$ cat config.mk
export PLATFORM = sky130hd
export DESIGN_NAME = score_digit_scanner
export DESIGN_NICKNAME = d
export VERILOG_FILES = /design/src/rtl/score_digit_scanner.sv
export SDC_FILE = /design/constraint.sdc
export NUM_CORES = 1
export LEC_CHECK = 0
export ABC_CLOCK_PERIOD_IN_PS = 2100
export BUFFER_PORTS_ARGS = -buffer_cell sky130_fd_sc_hd__buf_2
export CAP_MARGIN = 5
export CELL_PAD_IN_SITES_DETAIL_PLACEMENT = 0
export CELL_PAD_IN_SITES_GLOBAL_PLACEMENT = 2
export CORE_MARGIN = 3
export CORE_UTILIZATION = 33
export CTS_CLUSTER_SIZE = 20
export DETAILED_ROUTE_END_ITERATION = 8
export MAX_ROUTING_LAYER = met4
export PLACE_DENSITY = 0.78
export SYNTH_ARGS = -nofsm -noshare
export SYNTH_HDL_FRONTEND = slang
export SYNTH_SLANG_ARGS = --single-unit
$ cat constraint.sdc
create_clock -name clock -period 2.1 [get_ports clock]
set_clock_uncertainty 0.2 [all_clocks]
set_input_delay 0.63 -clock clock [delete_from_list [all_inputs] [get_ports clock]]
set_output_delay 0.63 -clock clock [all_outputs]
set_load 0.05 [all_outputs]
$ cat src/rtl/score_digit_scanner.sv
// rtl/score_digit_scanner.sv - binary score to BCD via double-dabble, multiplexed onto a 7-segment bank
module score_digit_scanner #(
    parameter int NDIG        = 4,
    parameter int WIDTH       = 14,
    parameter int REFRESH_DIV = 50000,
    parameter int BLANK_LZ    = 1
) (
    input  logic             clock,
    input  logic             reset_n,
    input  logic [WIDTH-1:0] value,
    input  logic             load,
    output logic             busy,
    output logic             done,
    output logic [31:0]      digit_val,
    output logic [NDIG-1:0]  anode_n
);

    localparam int BW = 4 * NDIG;
    localparam int SW = $clog2(WIDTH + 1);
    localparam int CW = $clog2(REFRESH_DIV);
    localparam int IW = (NDIG > 1) ? $clog2(NDIG) : 1;

    function automatic logic [63:0] max_value(input int n);
        logic [63:0] p;
        p = 64'd1;
        for (int i = 0; i < n; i++) p = p * 64'd10;
        return p - 64'd1;
    endfunction

    localparam logic [63:0] MAXV = max_value(NDIG);

    typedef enum logic [1:0] {
        IDLE   = 2'd0,
        CONV   = 2'd1,
        COMMIT = 2'd2
    } state_t;

    state_t           state;
    logic [WIDTH-1:0] bin;
    logic [BW-1:0]    bcd;
    logic [BW-1:0]    bcd_adj;
    logic [BW-1:0]    disp;
    logic [SW-1:0]    step;
    logic [WIDTH-1:0] clamped;
    logic [CW-1:0]    cnt;
    logic [IW-1:0]    idx;
    logic [NDIG-1:0]  blank;
    logic [3:0]       cur;
    logic             upper_zero;

    always_comb begin
        clamped = value;
        if (64'(value) > MAXV) clamped = MAXV[WIDTH-1:0];
    end

    always_comb begin
        bcd_adj = bcd;
        for (int k = 0; k < NDIG; k++) begin
            if (bcd[4*k +: 4] >= 4'd5) bcd_adj[4*k +: 4] = bcd[4*k +: 4] + 4'd3;
        end
    end

    // A load in any state restarts the conversion, discarding any pending commit.
    always_ff @(posedge clock or negedge reset_n) begin
        if (!reset_n) begin
            state <= IDLE;
            busy  <= 1'b0;
            done  <= 1'b0;
            bin   <= '0;
            bcd   <= '0;
            step  <= '0;
            disp  <= '0;
        end else begin
            done <= 1'b0;
            if (load) begin
                bin   <= clamped;
                bcd   <= '0;
                step  <= '0;
                busy  <= 1'b1;
                state <= CONV;
            end else begin
                case (state)
                    CONV: begin
                        bcd  <= {bcd_adj[BW-2:0], bin[WIDTH-1]};
                        bin  <= {bin[WIDTH-2:0], 1'b0};
                        step <= step + SW'(1);
                        if (step == SW'(WIDTH - 1)) state <= COMMIT;
                    end
                    COMMIT: begin
                        disp  <= bcd;
                        busy  <= 1'b0;
                        done  <= 1'b1;
                        state <= IDLE;
                    end
                    default: state <= IDLE;
                endcase
            end
        end
    end

    always_ff @(posedge clock or negedge reset_n) begin
        if (!reset_n) begin
            cnt <= '0;
            idx <= '0;
        end else if (cnt == CW'(REFRESH_DIV - 1)) begin
            cnt <= '0;
            idx <= (idx == IW'(NDIG - 1)) ? '0 : idx + IW'(1);
        end else begin
            cnt <= cnt + CW'(1);
        end
    end

    // Digit k is blank when it and every more-significant digit are zero; digit 0 always shows.
    always_comb begin
        blank      = '0;
        upper_zero = 1'b1;
        for (int k = NDIG - 1; k >= 1; k--) begin
            upper_zero = upper_zero && (disp[4*k +: 4] == 4'd0);
            blank[k]   = (BLANK_LZ != 0) && upper_zero;
        end
    end

    always_comb begin
        cur       = disp[4*int'(idx) +: 4];
        anode_n   = ~(NDIG'(1) << idx);
        digit_val = blank[idx] ? 32'd10 : {28'b0, cur};
    end

endmodule

==> results of run 1 <==
-- final timing paths --
check / from / end / cells past startpoint
worst max-delay path: disp[9]$_DFFE_PN0P_ / digit_val[1] / 4
worst min-delay path: reset_n / bcd[6]$_DFFE_PN0P_ / 2
worst max register to register: cnt[1]$_DFF_PN0_ / idx[1]$_DFFE_PN0N_ / 5
worst min register to register: busy$_DFFE_PN0P_ / busy$_DFFE_PN0P_ / 2
max in group asynchronous: reset_n / idx[1]$_DFFE_PN0N_ / 2
min in group clock: busy$_DFFE_PN0P_ / busy$_DFFE_PN0P_ / 2
-- repair_timing --
item	4_1_cts	5_1_grt
resized for setup	45	8
pin swaps	2	4
gates cloned	0	0
endpoints found under the setup margin	8	19
setup buffers	4	2
-- cell families (layout without fill, tap and decap cells) --
family,after synthesis,count (layout),synth area share (%)
muxes,33,33,10.85
and+or+nand+nor,112,112,14.52
other,1,28,0.09888
DFF,72,72,47.51
xor gates and xnor gates,24,24,5.543
buffers and inverters,63,91,9.337
adders and majority gates,15,15,4.949
AOI/OAI and AO/OA,47,47,7.193
-- worst register-to-register path, delay by kind of cell, from the launching register on --
family	cells	cell delay [ns]
flops	1	0.37
simple gates	3	0.72
fa+ha+maj	1	0.21
mux	1	0.34
-- metrics by stage --
step           setup TNS [ns]  utilization [%]  total power, µW  instance area, µm²
3_3_place_gp          -0.3958            37.49             1746                4135
6_report               -2.194            42.15             3153                4649
5_1_grt                -2.789            42.15             3294                4649
2_1_floorplan         -0.1198                -             1708                3909
3_5_place_dp          -0.5169            37.49             1749                4135
4_1_cts                -1.948            41.73             3201                4603
-- sequential cells by signal (all words and copies together), names as in the netlist --
signal  cells
done        1
bin        14
cnt        16
disp       16
idx         2
bcd        16
busy        1
state       2
step        4
-- cells in the mapped netlist, types with 2 or more instances --
cell type and number:
nor2_1 45, ha_1 15, o22ai_1 6, xnor2_1 16, inv_1 22, nor2b_1 2
clkbuf_1 7, buf_4 28, dfrtp_1 72, a21oi_1 14, buf_2 4, nand2_1 14
or2_2 2, or3_1 7, xor2_1 8, or4_1 2, o22a_1 6, mux4_2 4
nand2b_1 6, mux2_2 21, nand4_1 7, mux2i_1 7, nor4_1 5, nand3_1 11
nor3_1 3, o21ai_0 18, nand3b_1 4
-- power breakdown --
group / switching [µW] / total (µW) / leakage [µW] / internal (µW)
Sequential: 26.2 / 1450 / 0.000943 / 1430
Clock: 568 / 1430 / 0.000135 / 864
Combinational: 202 / 270 / 0.00106 / 67.6
-- layout make-up --
type,count,share of cell area [%]
Timing Repair Buffer,53,10.01
Multi-Input combinational cell,259,39.37
Clock buffer,12,5.517
Sequential cell,72,38.78
Inverter,22,1.938
Clock inverter,4,0.6189
Tap cell,140,3.767
-- layer usage --
| metal | vias to the layer above | part of all wire (%) |
|---|---|---|
| li1 | 1297 | - |
| met1 | 1253 | 47 |
| met2 | 57 | 47 |
| met3 | 9 | 4.6 |
| met4 | 0 | 1.0 |
| met5 | - | 0 |
==> out/results.ini, run 1 <==
[outcome]
status=finished with violations
violations=negative setup slack

[logic_synthesis]
ys_async_sr_fraction_pct=100.0
avgSynthCellArea_um2=10.33
synth.area.top_cells=dfrtp_1 (48%), mux2_2 (6.2%), buf_4 (5.5%)
synth_edf_count=0
yosys.area.top_type=dfrtp_1
yosys_most_used_dff=dfrtp_1
syn-cell-area_um2=3792
synth_warnings=0
ys_seq_area_share_pct=47.51
synth_top_area_share_pct=47.51
ys_ff_latch=72
synthCells=367
yosysUniqueCellTypes=38

[final_layout]
mostFrequentLayoutCells=dfrtp_1 (71), nor2_1 (45), conb_1 (28)
final_common_cell=dfrtp_1
layout-drive-gt1-share_pct=27.25
antenna_cells=0
multiInputGateArea_um2=1831
area_delta_synth_final_pct=22.60
fin_nets=449
stdcell_count=562
fillers=1072
ff_latch_area_um2=1803

[grt]
use_met2_pct=20.46
grt_max_degree=73
met1_usage_pct=17.26
use_met3_pct=3.904
grt_overflow=0
gr-usage-all-layers_pct=13.27
grt_pass1_wl_um=13210
top_usage_layer=met2
grt_pass1_vias=2706
grt_antenna_before_repair=0

[route]
vias=2616
drtPass1Iterations=4
ant_nets=0
vias_per_cell=4.655
drt-initial-drc-count=118
detail_route.wl_per_cell_um=13.56
drt-total-wl_um=7621
drc=0

[timing]
layout_min_cycle_time_ns=2.527
hold_ws_ns=0.1185
hold_viol=0
setup_slack_ns=-0.4267
rsz0062_at_grt=true
finalSetupViolCount=8
finalCritPeriodShare_pct=120.3
timing.fmax_mhz=395.8
drv_slew=0

[worst_setup_path]
worstPathArrival_ns=1.70
endpoint_kind=primary output
cp_slowest_stage_delay_ns=0.43
crit_family=multiplexers
setup.worst_path.start_class=flip-flop
crit_path_max_fanout=2
cp_slowest_cell=mux4_2
path_cells=buf_6 -> mux4_2 -> or2_4 -> buf_8
r2r_slack_ns=0.14
critPathKind=flip-flop to primary output
path_buf_inv=2
worstPathRequired_ns=1.27

[cts]
cts_sinks=72
cts_root_buffer=clkbuf_16
clockBufferDepth=2
cts_tree=built
insertion_delay_ns=0.33
cts_htree_levels=3
clk_pin_slew_ns=0.06
cts-buffers-inserted=9
holdBufCountCts=0

[floorplan]
die_h_um=113.2
die_area_um2=12810
start_util_pct=34.38
die_x_um=113.2
rows=38
core_region_area_um2=11030
pin_count=55

[placed_design]
place_ws_ns=-0.2136
place.gp.congestion=0.7908
port_buffers=26
dp_hpwl_um=5287
placedCellCount=540

[pwr]
p_leak_uw=0.002142
vdd_drop_max_mv=0.5140
power_density_nw_per_um2=678.1

[run]
cap_viol_max_count=0

[hold_path]
hp-class=primary input to async pin

Note: power is estimated with default switching activity, not from simulation.
==> inputs of run 2 (changes only) <==
--- a/config.mk
+++ b/config.mk
@@ -16,6 +16,7 @@
 export DETAILED_ROUTE_END_ITERATION = 8
 export MAX_ROUTING_LAYER = met4
 export PLACE_DENSITY = 0.78
+export SKIP_CTS_REPAIR_TIMING = 1
 export SYNTH_ARGS = -nofsm -noshare
 export SYNTH_HDL_FRONTEND = slang
 export SYNTH_SLANG_ARGS = --single-unit
==> run 2 against run 1 <==
  * The flow still finishes with violations (negative setup slack)
  * Critical path depth stayed put
  * Final cell count is 0.71% lower
  * Die area stayed put
  * Via count is 0.80% lower
  * Combinational power hardly changed
  * Sequential power hardly changed
  * Clock power hardly changed
  * Fmax is 0.12% lower
  * Worst hold slack worse by 0.00096 ns
  * Cell area is 0.83% lower
  * Flip-flop and latch count stayed put
  * Non-clock buffer count is 4 lower
  * Critical path type unchanged
  * Critical endpoint unchanged
  * Highest routed layer unchanged
==> out/results.ini, run 2 (synthesis results as in run 1) <==
[timing]
worst_pin_slew_ns=0.4990
setup_slack_ns=-0.4297
relSlewSlack_pct=66.59
fin_setup_tns_ns=-1.896
layout_min_cycle_time_ns=2.530
rsz0062_at_grt=true
finalCritPeriodShare_pct=120.5
timing.fmax_mhz=395.3
finalSetupViolCount=8
hold_viol=0
drv_slew=0

[final_layout]
final_util_pct=41.80
antenna_cells=0
area_delta_synth_final_pct=21.58
fillers=1073
fin_nets=445
mostFrequentLayoutCells=dfrtp_1 (71), nor2_1 (45), conb_1 (28)
reg_top3=bcd (16), cnt (16), disp (16)
final_area_um2=4611
layout-drive-gt1-share_pct=26.56
final_common_cell=dfrtp_1
multiInputGateArea_um2=1831
ff_latch_area_um2=1803

[worst_setup_path]
crit_family=multiplexers
setup.worst_path.start_class=flip-flop
path_buf_inv=2
crit_path_max_fanout=2
worstPathRequired_ns=1.27
endpoint_kind=primary output
worstPathArrival_ns=1.70
critPathKind=flip-flop to primary output
cp_slowest_cell=mux4_2
cp_slowest_stage_delay_ns=0.45
path_cells=buf_6 -> mux4_2 -> or2_4 -> buf_8

[route]
drc=0
drt-initial-drc-count=105
ant_nets=0
vias=2595
detail_route.wl_per_cell_um=13.59
drtPass1Iterations=4
vias_per_cell=4.651
drt-total-wl_um=7581

[grt]
grt_overflow=0
grt_max_degree=73
use_met2_pct=19.87
top_usage_layer=met2
grt_pass1_vias=2632
grt_pass1_wl_um=12880
grt_antenna_before_repair=0
gr-usage-all-layers_pct=12.96
use_met3_pct=4.011
met1_usage_pct=16.79

[placed_design]
place_area_um2=4135
port_buffers=26
dp_hpwl_um=5287
place.gp.congestion=0.7908

[outcome]
status=finished with violations
violations=negative setup slack

[cts]
cts_htree_levels=3
clk_pin_slew_ns=0.06
cts_root_buffer=clkbuf_16
cts_sinks=72
insertion_delay_ns=0.33
cts-buffers-inserted=9
cts_tree=built
clockBufferDepth=2

[floorplan]
core_region_area_um2=11030
die_x_um=113.2
rows=38
pin_count=55
start_util_pct=34.38
die_h_um=113.2
die_area_um2=12810

[pwr]
vdd_drop_max_mv=0.5119
power_density_nw_per_um2=683.1
p_leak_uw=0.002118
power_uw=3150

[run]
cap_viol_max_count=0

[hold_path]
hp-class=primary input to async pin

run 2: changes by cell type in the layout (fill, tap and decap cells not counted):
cell	change
buf_12	+1
inv_4	-1
buf_4	-1
buf_8	-1
buf_6	-3
inv_2	+1
run 2: worst paths after layout:
path | startpoint | slack, ns | to | cells past startpoint
max reg2reg | cnt[1]$_DFF_PN0_ | 0.14 | idx[1]$_DFFE_PN0N_ | 5
min reg2reg | busy$_DFFE_PN0P_ | 0.30 | busy$_DFFE_PN0P_ | 2
min | reset_n | 0.12 | bcd[6]$_DFFE_PN0P_ | 2
max in group asynchronous | reset_n | 1.24 | idx[1]$_DFFE_PN0N_ | 2
min in group clock | busy$_DFFE_PN0P_ | 0.30 | busy$_DFFE_PN0P_ | 2
max | disp[9]$_DFFE_PN0P_ | -0.43 | digit_val[1] | 4
run 2: worst register-to-register path: stages, from the launching register on:
cell,delay (ns)
dfrtp_1,0.37
ha_2,0.21
nand3_2,0.08
or4_4,0.50
nor2_4,0.14
mux2_2,0.34
run 2: layer usage:
layer | wire, µm | part of all wire [%]
met1 | 3614 | 48
met3 | 339 | 4.5
met2 | 3560 | 47
met4 | 66 | 0.87
met5 | 0 | 0
run 2: layout make-up:
type                            instances  area share (%)
Clock inverter                          4          0.6242
Tap cell                              140           3.799
Multi-Input combinational cell        259           39.70
Inverter                               22           1.900
Sequential cell                        72           39.10
Clock buffer                           12           5.563
Timing Repair Buffer                   49           9.308
run 2: power by group:
part	internal, µW	leakage [µW]	switching (µW)	total (µW)
registers	1430	0.000943	26.2	1450
clock network	864	0.000135	565	1430
logic	67.6	0.00104	202	270
total	2360	0.00212	793	3150
run 2: per-stage QoR:
| step | cells | hold slack [ns] | setup WS (ns) |
|---|---|---|---|
| 4_1_cts | 556 | 0.1386 | -0.5875 |
| 6_report | 558 | 0.1176 | -0.4297 |
| 5_1_grt | 558 | 0.1466 | -0.4832 |
| 3_5_place_dp | 540 | 0.2906 | -0.2136 |
| 2_1_floorplan | 394 | 0.1344 | -0.07035 |
| 3_3_place_gp | 540 | 0.2769 | -0.1718 |
==> inputs of run 3 (changes only) <==
--- a/config.mk
+++ b/config.mk
@@ -9,13 +9,13 @@
 export BUFFER_PORTS_ARGS = -buffer_cell sky130_fd_sc_hd__buf_2
 export CAP_MARGIN = 5
 export CELL_PAD_IN_SITES_DETAIL_PLACEMENT = 0
-export CELL_PAD_IN_SITES_GLOBAL_PLACEMENT = 2
+export CELL_PAD_IN_SITES_GLOBAL_PLACEMENT = 1
 export CORE_MARGIN = 3
-export CORE_UTILIZATION = 33
+export CORE_UTILIZATION = 35
 export CTS_CLUSTER_SIZE = 20
 export DETAILED_ROUTE_END_ITERATION = 8
 export MAX_ROUTING_LAYER = met4
-export PLACE_DENSITY = 0.78
+export PLACE_DENSITY = 0.69
 export SKIP_CTS_REPAIR_TIMING = 1
 export SYNTH_ARGS = -nofsm -noshare
 export SYNTH_HDL_FRONTEND = slang
==> run 3 against run 2 <==
  * The run still ends with negative setup slack left
  * Largest cell class unchanged
  * Cell area is 2.0% lower
  * Routed wire length is 1.7% lower
  * Core utilization is 1.6 points higher
  * Critical path type unchanged
  * Largest power group unchanged
==> out/results.ini, run 3 (synthesis results as in run 1) <==
[worst_setup_path]
critPathKind=flip-flop to primary output
cp_slowest_stage_delay_ns=0.45
worstPathArrival_ns=1.73
cp_slowest_cell=mux4_2
path_cells=buf_4 -> mux4_2 -> or2_4 -> buf_8
endpoint_kind=primary output
crit_path_max_fanout=2
worstPathRequired_ns=1.27
r2r_cells=5
crit_family=multiplexers
r2r-end=idx[1]$_DFFE_PN0N_
r2r_slack_ns=0.09
path_buf_inv=2
timing.rr.start=cnt[1]$_DFF_PN0_
setup.worst_path.start_class=flip-flop

[outcome]
violations=negative setup slack
status=finished with violations

[cts]
cts_root_buffer=clkbuf_8
cts_htree_levels=3
insertion_delay_ns=0.34
cts_sinks=72
cts-buffers-inserted=9
cts_tree=built
clk_pin_slew_ns=0.07
clockBufferDepth=2

[pwr]
power_frac_comb_pct=9.7
p_seq_share_pct=52.5
power_uw=2766
pwr-share-clk_pct=37.8
power_density_nw_per_um2=612.1
power_switching_uw=730.0
intPower_uw=2036
vdd_drop_max_mv=0.3400
p_leak_uw=0.002089
switching_share_pct=26.39

[floorplan]
pin_count=55
die_h_um=110.1
die_area_um2=12120
rows=37
core_region_area_um2=10420
die_x_um=110.1
start_util_pct=36.41

[timing]
drv_slew=0
finalSetupViolCount=8
setup_slack_ns=-0.4640
hold_viol=0
layout_min_cycle_time_ns=2.564
timing.fmax_mhz=390.0
rsz0062_at_grt=true
finalCritPeriodShare_pct=122.1

[final_layout]
mostFrequentLayoutCells=dfrtp_1 (70), nor2_1 (45), conb_1 (28)
reg_top3=bcd (16), cnt (16), disp (16)
final_util_pct=43.39
antenna_cells=0
fin_nets=447
final_common_cell=dfrtp_1
layout-drive-gt1-share_pct=26.19
area_delta_synth_final_pct=19.17

[placed_design]
place.gp.congestion=0.7418
port_buffers=26
place_ws_ns=-0.2398
dp_hpwl_um=5112

[grt]
gr-usage-all-layers_pct=13.59
grt_overflow=0
grt_pass1_wl_um=12480
grt_pass1_vias=2545
grt_antenna_before_repair=0
grt_max_degree=62

[route]
drtPass1Iterations=4
vias_per_cell=4.743
drt-total-wl_um=7449
drt-initial-drc-count=119
detail_route.wl_per_cell_um=13.40
drc=0
ant_nets=0
vias=2637

[hold_path]
min_to=busy$_DFFE_PN0P_
hold_depth=2
holdCritStartpoint=busy$_DFFE_PN0P_
hp-class=flip-flop to flip-flop

[run]
cap_viol_max_count=0

==> run 3: cell count changes in the layout (fill, tap and decap cells not counted), moves of 2 or more <==
cell / delta
clkinv_2: +2
buf_6: +2
clkbuf_8: +7
clkbuf_16: -9
clkinvlp_4: -2
clkbuf_1: +2
==> run 3: power groups by stage <==
| stage | Sequential [µW] | Clock (µW) | Combinational (µW) |
|---|---|---|---|
| 6_report | 1450 | 1040 | 269 |
| 5_1_grt | 1460 | 1140 | 299 |
| 4_1_cts | 1450 | 1090 | 271 |
| 3_5_place_dp | 1480 | 0 | 270 |
| 3_3_place_gp | 1480 | 0 | 268 |
| 2_1_floorplan | 1470 | 0 | 238 |
==> run 3: cell type report <==
| type | count | area, µm² |
|---|---|---|
| clock inverter | 4 | 45.04 |
| clock buffer | 12 | 135.1 |
| multi-input combinational | 259 | 1831 |
| tap | 136 | 170.2 |
| inverter | 22 | 92.59 |
| fill | 1045 | 5897 |
| timing repair buffer | 51 | 441.7 |
| sequential | 72 | 1804 |
==> run 3: metal layers <==
| metal | part of all wire (%) | up-vias | track usage [%] | wire length [µm] |
|---|---|---|---|---|
| met5 | 0 | - | - | 0 |
| met4 | 1.5 | 0 | 4.837 | 113 |
| met2 | 45 | 52 | 20.75 | 3373 |
| met1 | 49 | 1290 | 17.73 | 3685 |
| met3 | 3.7 | 13 | 3.262 | 277 |
| li1 | - | 1282 | - | - |
==> run 3: metrics by stage <==
step,instances,hold slack [ns],TNS (ns),instance area (µm²)
after CTS,551,-0.04832,-3.112,4303
after floorplan,394,0.1344,-0.1198,3909
final,556,0.3119,-1.792,4519
after global placement,535,0.2772,-0.3432,4123
after global routing,556,0.3068,-2.368,4519
after detailed placement,535,0.2879,-0.5628,4123
==> run 3: worst max path at each step <==
stage,end,startpoint,slack (ns),cells past startpoint
2_1_floorplan,digit_val[1],idx[0]$_DFFE_PN0N_,-0.07,3
3_3_place_gp,digit_val[3],disp[10]$_DFFE_PN0P_,-0.17,5
3_5_place_dp,digit_val[1],disp[10]$_DFFE_PN0P_,-0.24,5
4_1_cts,digit_val[1],disp[10]$_DFFE_PN0P_,-0.63,5
5_1_grt,digit_val[1],disp[11]$_DFFE_PN0P_,-0.53,5
6_report,digit_val[1],disp[9]$_DFFE_PN0P_,-0.46,4
==> run 3: tightest hold or removal path, cell delays in order (launching register included) <==
cell and delay (ns):
dfrtp_1 0.35, nor2_1 0.04, nor2_1 0.08
